===== src/rtl/sprite_motion_ctrl.sv =====
// sprite_motion_ctrl
//   Per-frame sprite motion controller for the maze game. Once per frame tick it
//   decodes a WASD keycode into a facing direction and a fixed step, refuses
//   moves into walls flagged by the maze collision logic, and runs a timed
//   bounce-back when a wall is hit while moving. It also provides the sprite
//   pixel-hit test and the start/end-zone flags.
//
// Ports
//   Clk, Reset_n        system clock, asynchronous active-low reset
//   frame_clk           vsync-rate frame clock (asynchronous to Clk)
//   restart             reload start position, back to IDLE (level)
//   enable              sprite active; when low, state and position hold
//   keycode[7:0]        04=A(left) 07=D(right) 1A=W(up) 16=S(down)
//   blk_L/R/U/D         wall adjacent on that side, sampled on the tick cycle
//   DrawX, DrawY        current VGA pixel
//   sprite_x, sprite_y  sprite top-left corner
//   rel_x, rel_y        DrawX/DrawY minus sprite position (mod 1024)
//   dir[1:0]            facing direction 0=L 1=R 2=U 3=D
//   moving, bouncing    FSM is in MOVE / BOUNCE
//   spr_pix             current pixel lies inside the sprite
//   at_start, at_end    sprite is in the start / end zone (only while enabled)
module sprite_motion_ctrl #(
  parameter int SPR_W         = 20,
  parameter int SPR_H         = 20,
  parameter int STEP          = 1,
  parameter int START_X       = 336,
  parameter int START_Y       = 33,
  parameter int X_MIN         = 0,
  parameter int X_MAX         = 639,
  parameter int Y_MIN         = 0,
  parameter int Y_MAX         = 479,
  parameter int BOUNCE_FRAMES = 4,
  parameter int START_LINE    = 64,
  parameter int END_LINE      = 416
) (
  input  logic       Clk,
  input  logic       Reset_n,
  input  logic       frame_clk,
  input  logic       restart,
  input  logic       enable,
  input  logic [7:0] keycode,
  input  logic       blk_L,
  input  logic       blk_R,
  input  logic       blk_U,
  input  logic       blk_D,
  input  logic [9:0] DrawX,
  input  logic [9:0] DrawY,
  output logic [9:0] sprite_x,
  output logic [9:0] sprite_y,
  output logic [9:0] rel_x,
  output logic [9:0] rel_y,
  output logic [1:0] dir,
  output logic       moving,
  output logic       bouncing,
  output logic       spr_pix,
  output logic       at_start,
  output logic       at_end
);

  localparam int X_HI = X_MAX - SPR_W + 1;
  localparam int Y_HI = Y_MAX - SPR_H + 1;
  localparam int CW   = (BOUNCE_FRAMES > 1) ? $clog2(BOUNCE_FRAMES) : 1;

  typedef enum logic [1:0] {S_IDLE, S_MOVE, S_BOUNCE} state_t;
  typedef enum logic [1:0] {DIR_L = 2'd0, DIR_R = 2'd1, DIR_U = 2'd2, DIR_D = 2'd3} dir_t;

  state_t        state, nxt_state;
  dir_t          cur_dir, nxt_dir, key_dir, mv_dir;
  logic [CW-1:0] cnt, nxt_cnt;
  logic [9:0]    pos_x, pos_y, x_nxt, y_nxt;
  logic          key_valid, key_blk, do_move;
  logic          fs1, fs2, fs3, tick;
  logic signed [10:0] x_s, y_s;

  // Frame tick: two-flop synchroniser, edge detect, then a registered pulse so
  // the tick lands three Clk cycles after the frame_clk rising edge.
  always_ff @(posedge Clk or negedge Reset_n) begin
    if (!Reset_n) begin
      fs1  <= 1'b0;
      fs2  <= 1'b0;
      fs3  <= 1'b0;
      tick <= 1'b0;
    end else begin
      fs1  <= frame_clk;
      fs2  <= fs1;
      fs3  <= fs2;
      tick <= fs2 & ~fs3;
    end
  end

  // Key decode; the blocked flag is the wall on the side the key points to.
  always_comb begin
    key_valid = 1'b0;
    key_dir   = DIR_D;
    case (keycode)
      8'h04: begin key_valid = 1'b1; key_dir = DIR_L; end
      8'h07: begin key_valid = 1'b1; key_dir = DIR_R; end
      8'h1A: begin key_valid = 1'b1; key_dir = DIR_U; end
      8'h16: begin key_valid = 1'b1; key_dir = DIR_D; end
      default: begin key_valid = 1'b0; key_dir = DIR_D; end
    endcase
    case (key_dir)
      DIR_L:   key_blk = blk_L;
      DIR_R:   key_blk = blk_R;
      DIR_U:   key_blk = blk_U;
      default: key_blk = blk_D;
    endcase
  end

  // Next-state decision for one tick. Flipping bit 0 of the direction code
  // gives the opposite direction (L<->R, U<->D).
  always_comb begin
    nxt_state = state;
    nxt_dir   = cur_dir;
    nxt_cnt   = cnt;
    do_move   = 1'b0;
    mv_dir    = cur_dir;
    case (state)
      S_IDLE: begin
        if (key_valid) begin
          nxt_dir = key_dir;
          if (!key_blk) begin
            do_move   = 1'b1;
            mv_dir    = key_dir;
            nxt_state = S_MOVE;
          end
        end
      end
      S_MOVE: begin
        if (!key_valid) begin
          nxt_state = S_IDLE;
        end else if (key_blk) begin
          // The entry step is the first of BOUNCE_FRAMES reverse steps.
          do_move   = 1'b1;
          mv_dir    = dir_t'(cur_dir ^ 2'b01);
          nxt_cnt   = CW'(BOUNCE_FRAMES - 1);
          nxt_state = (BOUNCE_FRAMES > 1) ? S_BOUNCE : S_IDLE;
        end else begin
          nxt_dir = key_dir;
          do_move = 1'b1;
          mv_dir  = key_dir;
        end
      end
      S_BOUNCE: begin
        do_move = 1'b1;
        mv_dir  = dir_t'(cur_dir ^ 2'b01);
        if (cnt <= CW'(1)) begin
          nxt_cnt   = '0;
          nxt_state = S_IDLE;
        end else begin
          nxt_cnt = cnt - CW'(1);
        end
      end
      default: begin
        nxt_state = S_IDLE;
        nxt_cnt   = '0;
      end
    endcase
  end

  // Step in 11-bit signed space so a step past either edge saturates rather
  // than wrapping through 0/1023.
  always_comb begin
    x_s = $signed({1'b0, pos_x});
    y_s = $signed({1'b0, pos_y});
    if (do_move) begin
      case (mv_dir)
        DIR_L:   x_s = x_s - 11'(STEP);
        DIR_R:   x_s = x_s + 11'(STEP);
        DIR_U:   y_s = y_s - 11'(STEP);
        default: y_s = y_s + 11'(STEP);
      endcase
    end
    if (x_s < 11'(X_MIN))      x_nxt = 10'(X_MIN);
    else if (x_s > 11'(X_HI))  x_nxt = 10'(X_HI);
    else                       x_nxt = x_s[9:0];
    if (y_s < 11'(Y_MIN))      y_nxt = 10'(Y_MIN);
    else if (y_s > 11'(Y_HI))  y_nxt = 10'(Y_HI);
    else                       y_nxt = y_s[9:0];
  end

  always_ff @(posedge Clk or negedge Reset_n) begin
    if (!Reset_n) begin
      pos_x   <= 10'(START_X);
      pos_y   <= 10'(START_Y);
      cur_dir <= DIR_D;
      state   <= S_IDLE;
      cnt     <= '0;
    end else if (restart) begin
      pos_x <= 10'(START_X);
      pos_y <= 10'(START_Y);
      state <= S_IDLE;
      cnt   <= '0;
    end else if (enable && tick) begin
      pos_x   <= x_nxt;
      pos_y   <= y_nxt;
      cur_dir <= nxt_dir;
      state   <= nxt_state;
      cnt     <= nxt_cnt;
    end
  end

  assign sprite_x = pos_x;
  assign sprite_y = pos_y;
  assign dir      = cur_dir;
  assign moving   = (state == S_MOVE);
  assign bouncing = (state == S_BOUNCE);

  // Pixels left of / above the sprite wrap to large values and fail the test.
  assign rel_x    = DrawX - pos_x;
  assign rel_y    = DrawY - pos_y;
  assign spr_pix  = (rel_x < 10'(SPR_W)) && (rel_y < 10'(SPR_H));

  assign at_start = enable && (pos_y < 10'(START_LINE));
  assign at_end   = enable && (pos_y > 10'(END_LINE));

endmodule

===== config.mk =====
export PLATFORM = sky130hd
export DESIGN_NAME = sprite_motion_ctrl
export DESIGN_NICKNAME = d
export VERILOG_FILES = /design/src/rtl/sprite_motion_ctrl.sv
export SDC_FILE = /design/constraint.sdc
export NUM_CORES = 1
export LEC_CHECK = 0
export ABC_CLOCK_PERIOD_IN_PS = 15700
export CORE_MARGIN = 4
export CORE_UTILIZATION = 56
export CTS_CLUSTER_SIZE = 8
export DETAILED_ROUTE_END_ITERATION = 10
export GPL_TIMING_DRIVEN = 0
export PLACE_DENSITY = 0.89
export SLEW_MARGIN = 20
export SYNTH_ARGS = -nofsm -noshare
export SYNTH_HDL_FRONTEND = slang
export SYNTH_SLANG_ARGS = --single-unit

===== constraint.sdc =====
create_clock -name Clk -period 15.7 [get_ports Clk]
set_input_delay 4.71 -clock Clk [delete_from_list [all_inputs] [get_ports Clk]]
set_output_delay 4.71 -clock Clk [all_outputs]
set_load 0.02 [all_outputs]

==> flow_summary.toml <==
[place]
dp_cells = 605
port_buffers = 83
hpwl_mm = 7.898
place.gp.congestion = 0.8699

[synth]
async_reset_ff_share_pct = 100.0
yosysTopAreaCell = "dfrtp_1"
synth_fp_nets = 529
ys_top_cells_by_count = "inv_1, ha_1, a21oi_1, nand2_1, o21ai_0"
ys_types = 69
synth_area_leaders = "dfrtp_1, ha_1, a21oi_1, dfstp_2, inv_1"
synth_xor_area_share_pct = 7.711
ys.flop_type = "dfrtp_1"
ys_seq_elements = 30
synth_compound_area_share_pct = 28.66
ys_warn_count = 0
synth-seq-area-share_pct = 21.08
avgSynthCellArea_um2 = 8.059
synthCells = 447
syn_area_um2 = 3602
yosysTopAreaCellShare_pct = 15.98
synth-adder-area-share_pct = 16.46
yosysMostFrequentCell = "inv_1"
synth_top_family_by_area = "compound AO/OA/AOI/OAI gates"
synth-edff-count = 0
yosys.area_share.simple_pct = 19.52
muxShareOfSynthArea_pct = 1.459

[layout]
final_nets = 619
drive_gt1_share_pct = 6.134
antenna_cells = 0
instances_no_fill = 613
syn2layout_area_growth_pct = 28.17
fillers = 472

[global_route]
antenna_found_initial = 0
grt_max_degree = 31
grt.total_usage_pct = 25.16
grt_overflow = 0
first_global_vias = 3626
grt_pass1_wl_mm = 16.10

[critical_path]
crit_path_start_kind = "primary input"
worstPathRequired_ns = 10.99
cp_max_fo = 3
worst_setup_path_end_kind = "primary output"
path_class = "in2out"
arrival_ns = 8.28

[detailed_routing]
num_vias = 3798
drc_errors = 0
via_per_inst = 6.196
wl_per_cell_um = 15.97
dr.first_iter.drc_count = 354
dr.pass1.iters = 7
drtAntennaViolNets = 0
wl_mm = 9.788

[die]
rows = 28
die_area_um2 = 7779
ios = 84
start_util_pct = 59.09
coreArea_um2 = 6096
die_w_um = 88.20
die_y_um = 88.20

[clock_tree]
clkLatencyLatePin_ns = 0.29
clock_sinks = 30
root_buffer = "clkbuf_8"
cts_tree = "yes"
cts_htree_levels = 2
cts_resized = 0
holdBufCountCts = 0
cts.path.max_buffers = 2
cts.clk_slew.worst_paths_ns = 0.06
post_cts_buffers = 0
numCtsBuffers = 5

[timing]
worst_pin_slew_ns = 0.7765
rsz0062_at_grt = "no"
fin_crit_ns = 12.99
fin_crit_sh_pct = 82.73
slew_headroom_pct = 47.41
finalSetupTns_ns = 0
drv_slew = 0
fin_skew_ns = 0.01251
max_freq_mhz = 76.99
finalSetupViolCount = 0
hold_violations = 0

[hold_path]
hold_path.class = "reg2reg"

[run]
drv_cap = 0

[status]
outcome = "finished clean"

[power]
leakage_nw = 2.026
finalPower_mw = 0.2536
p_per_area_nw_per_um2 = 54.92
peakVddDrop_mv = 0.08797
final cells by class:
| class | instances | area [µm²] | area share, % |
|---|---|---|---|
| Buffer | 5 | 18.77 | 0.4065 |
| Tap cell | 75 | 93.84 | 2.033 |
| Clock buffer | 6 | 82.58 | 1.789 |
| Clock inverter | 2 | 12.51 | 0.2710 |
| Multi-Input combinational cell | 368 | 2659 | 57.59 |
| Sequential cell | 30 | 759.5 | 16.45 |
| Timing Repair Buffer | 83 | 825.8 | 17.89 |
| Inverter | 44 | 165.2 | 3.577 |
cell usage in the layout (no fill, tap or decap), types with 13 or more instances in the layout:
master and n:
clkdlybuf4s50_1 82, inv_1 44, ha_1 41, a21oi_1 38
nand2_1 38, o21ai_0 33, nor2_1 31, dfrtp_1 23
xor2_1 15, xnor2_1 13
worst max-delay path, stage by stage:
cell and delay (ns):
clkdlybuf4s50_1 0.43, ha_1 0.29, nor2b_1 0.12, o21ai_0 0.22, a21oi_1 0.14, o21ai_0 0.24, a21oi_1 0.15, o2111ai_1 0.19
or3b_2 0.48, or3_1 0.38, nor4_1 0.28, clkdlybuf4s50_1 0.65
routing by layer:
| metal | global-route usage [%] | part of all wire (%) | up-vias |
|---|---|---|---|
| li1 | - | - | 1833 |
| met1 | 32.54 | 43 | 1776 |
| met2 | 43.71 | 48 | 157 |
| met3 | 4.139 | 7.1 | 32 |
| met4 | 6.181 | 2.0 | 0 |
| met5 | 0 | 0 | - |
worst paths after layout:
check	depth (start not counted)	from	slack, ns	end
max in group asynchronous	1	Reset_n	10.80	tick$_DFF_PN0_
max reg2reg	17	state[1]$_DFFE_PN0P_	10.77	sprite_y[8]$_DFFE_PN0P_
min	0	fs1$_DFF_PN0_	0.36	fs2$_DFF_PN0_
min reg2reg	0	fs1$_DFF_PN0_	0.36	fs2$_DFF_PN0_
max	12	DrawY[1]	2.71	spr_pix
min in group asynchronous	1	Reset_n	4.46	cnt[1]$_DFFE_PN0P_
per-stage QoR:
step                      worst slack (ns)  hold slack (ns)  util (%)  instance area (µm²)
after global placement               2.823           0.3441     74.26                 4527
after floorplan                      3.510           0.3312         -                 3602
final                                2.711           0.3578     75.74                 4617
after CTS                            2.707           0.3592     75.74                 4617
after global routing                 2.538           0.3715     75.74                 4617
after detailed placement             2.712           0.3357     74.18                 4522
where the power goes:
group / switching (mW) / leakage, nW / internal [mW]
clock: 0.0313 / 0.0472 / 0.0352
combinational: 0.0591 / 1.59 / 0.0466
sequential: 0.00188 / 0.385 / 0.0795
total: 0.0922 / 2.03 / 0.161
registers in the layout, indices dropped and copies added, names as in the netlist:
signal / flops
dir: 2
sprite_y: 10
state: 2
cnt: 2
fs2: 1
fs1: 1
tick: 1
sprite_x: 10
fs3: 1
cell families (layout without fill, tap and decap cells):
logic type | after synthesis | in the layout
buffers and inverters | 49 | 140
flip-flops | 30 | 30
AO/OA/AOI/OAI | 153 | 153
XOR/XNOR | 30 | 30
adder cells (fa/ha/maj) | 45 | 45
AND/OR/NAND/NOR | 135 | 135
multiplexers | 5 | 5
(Power assumes the default switching activity.)
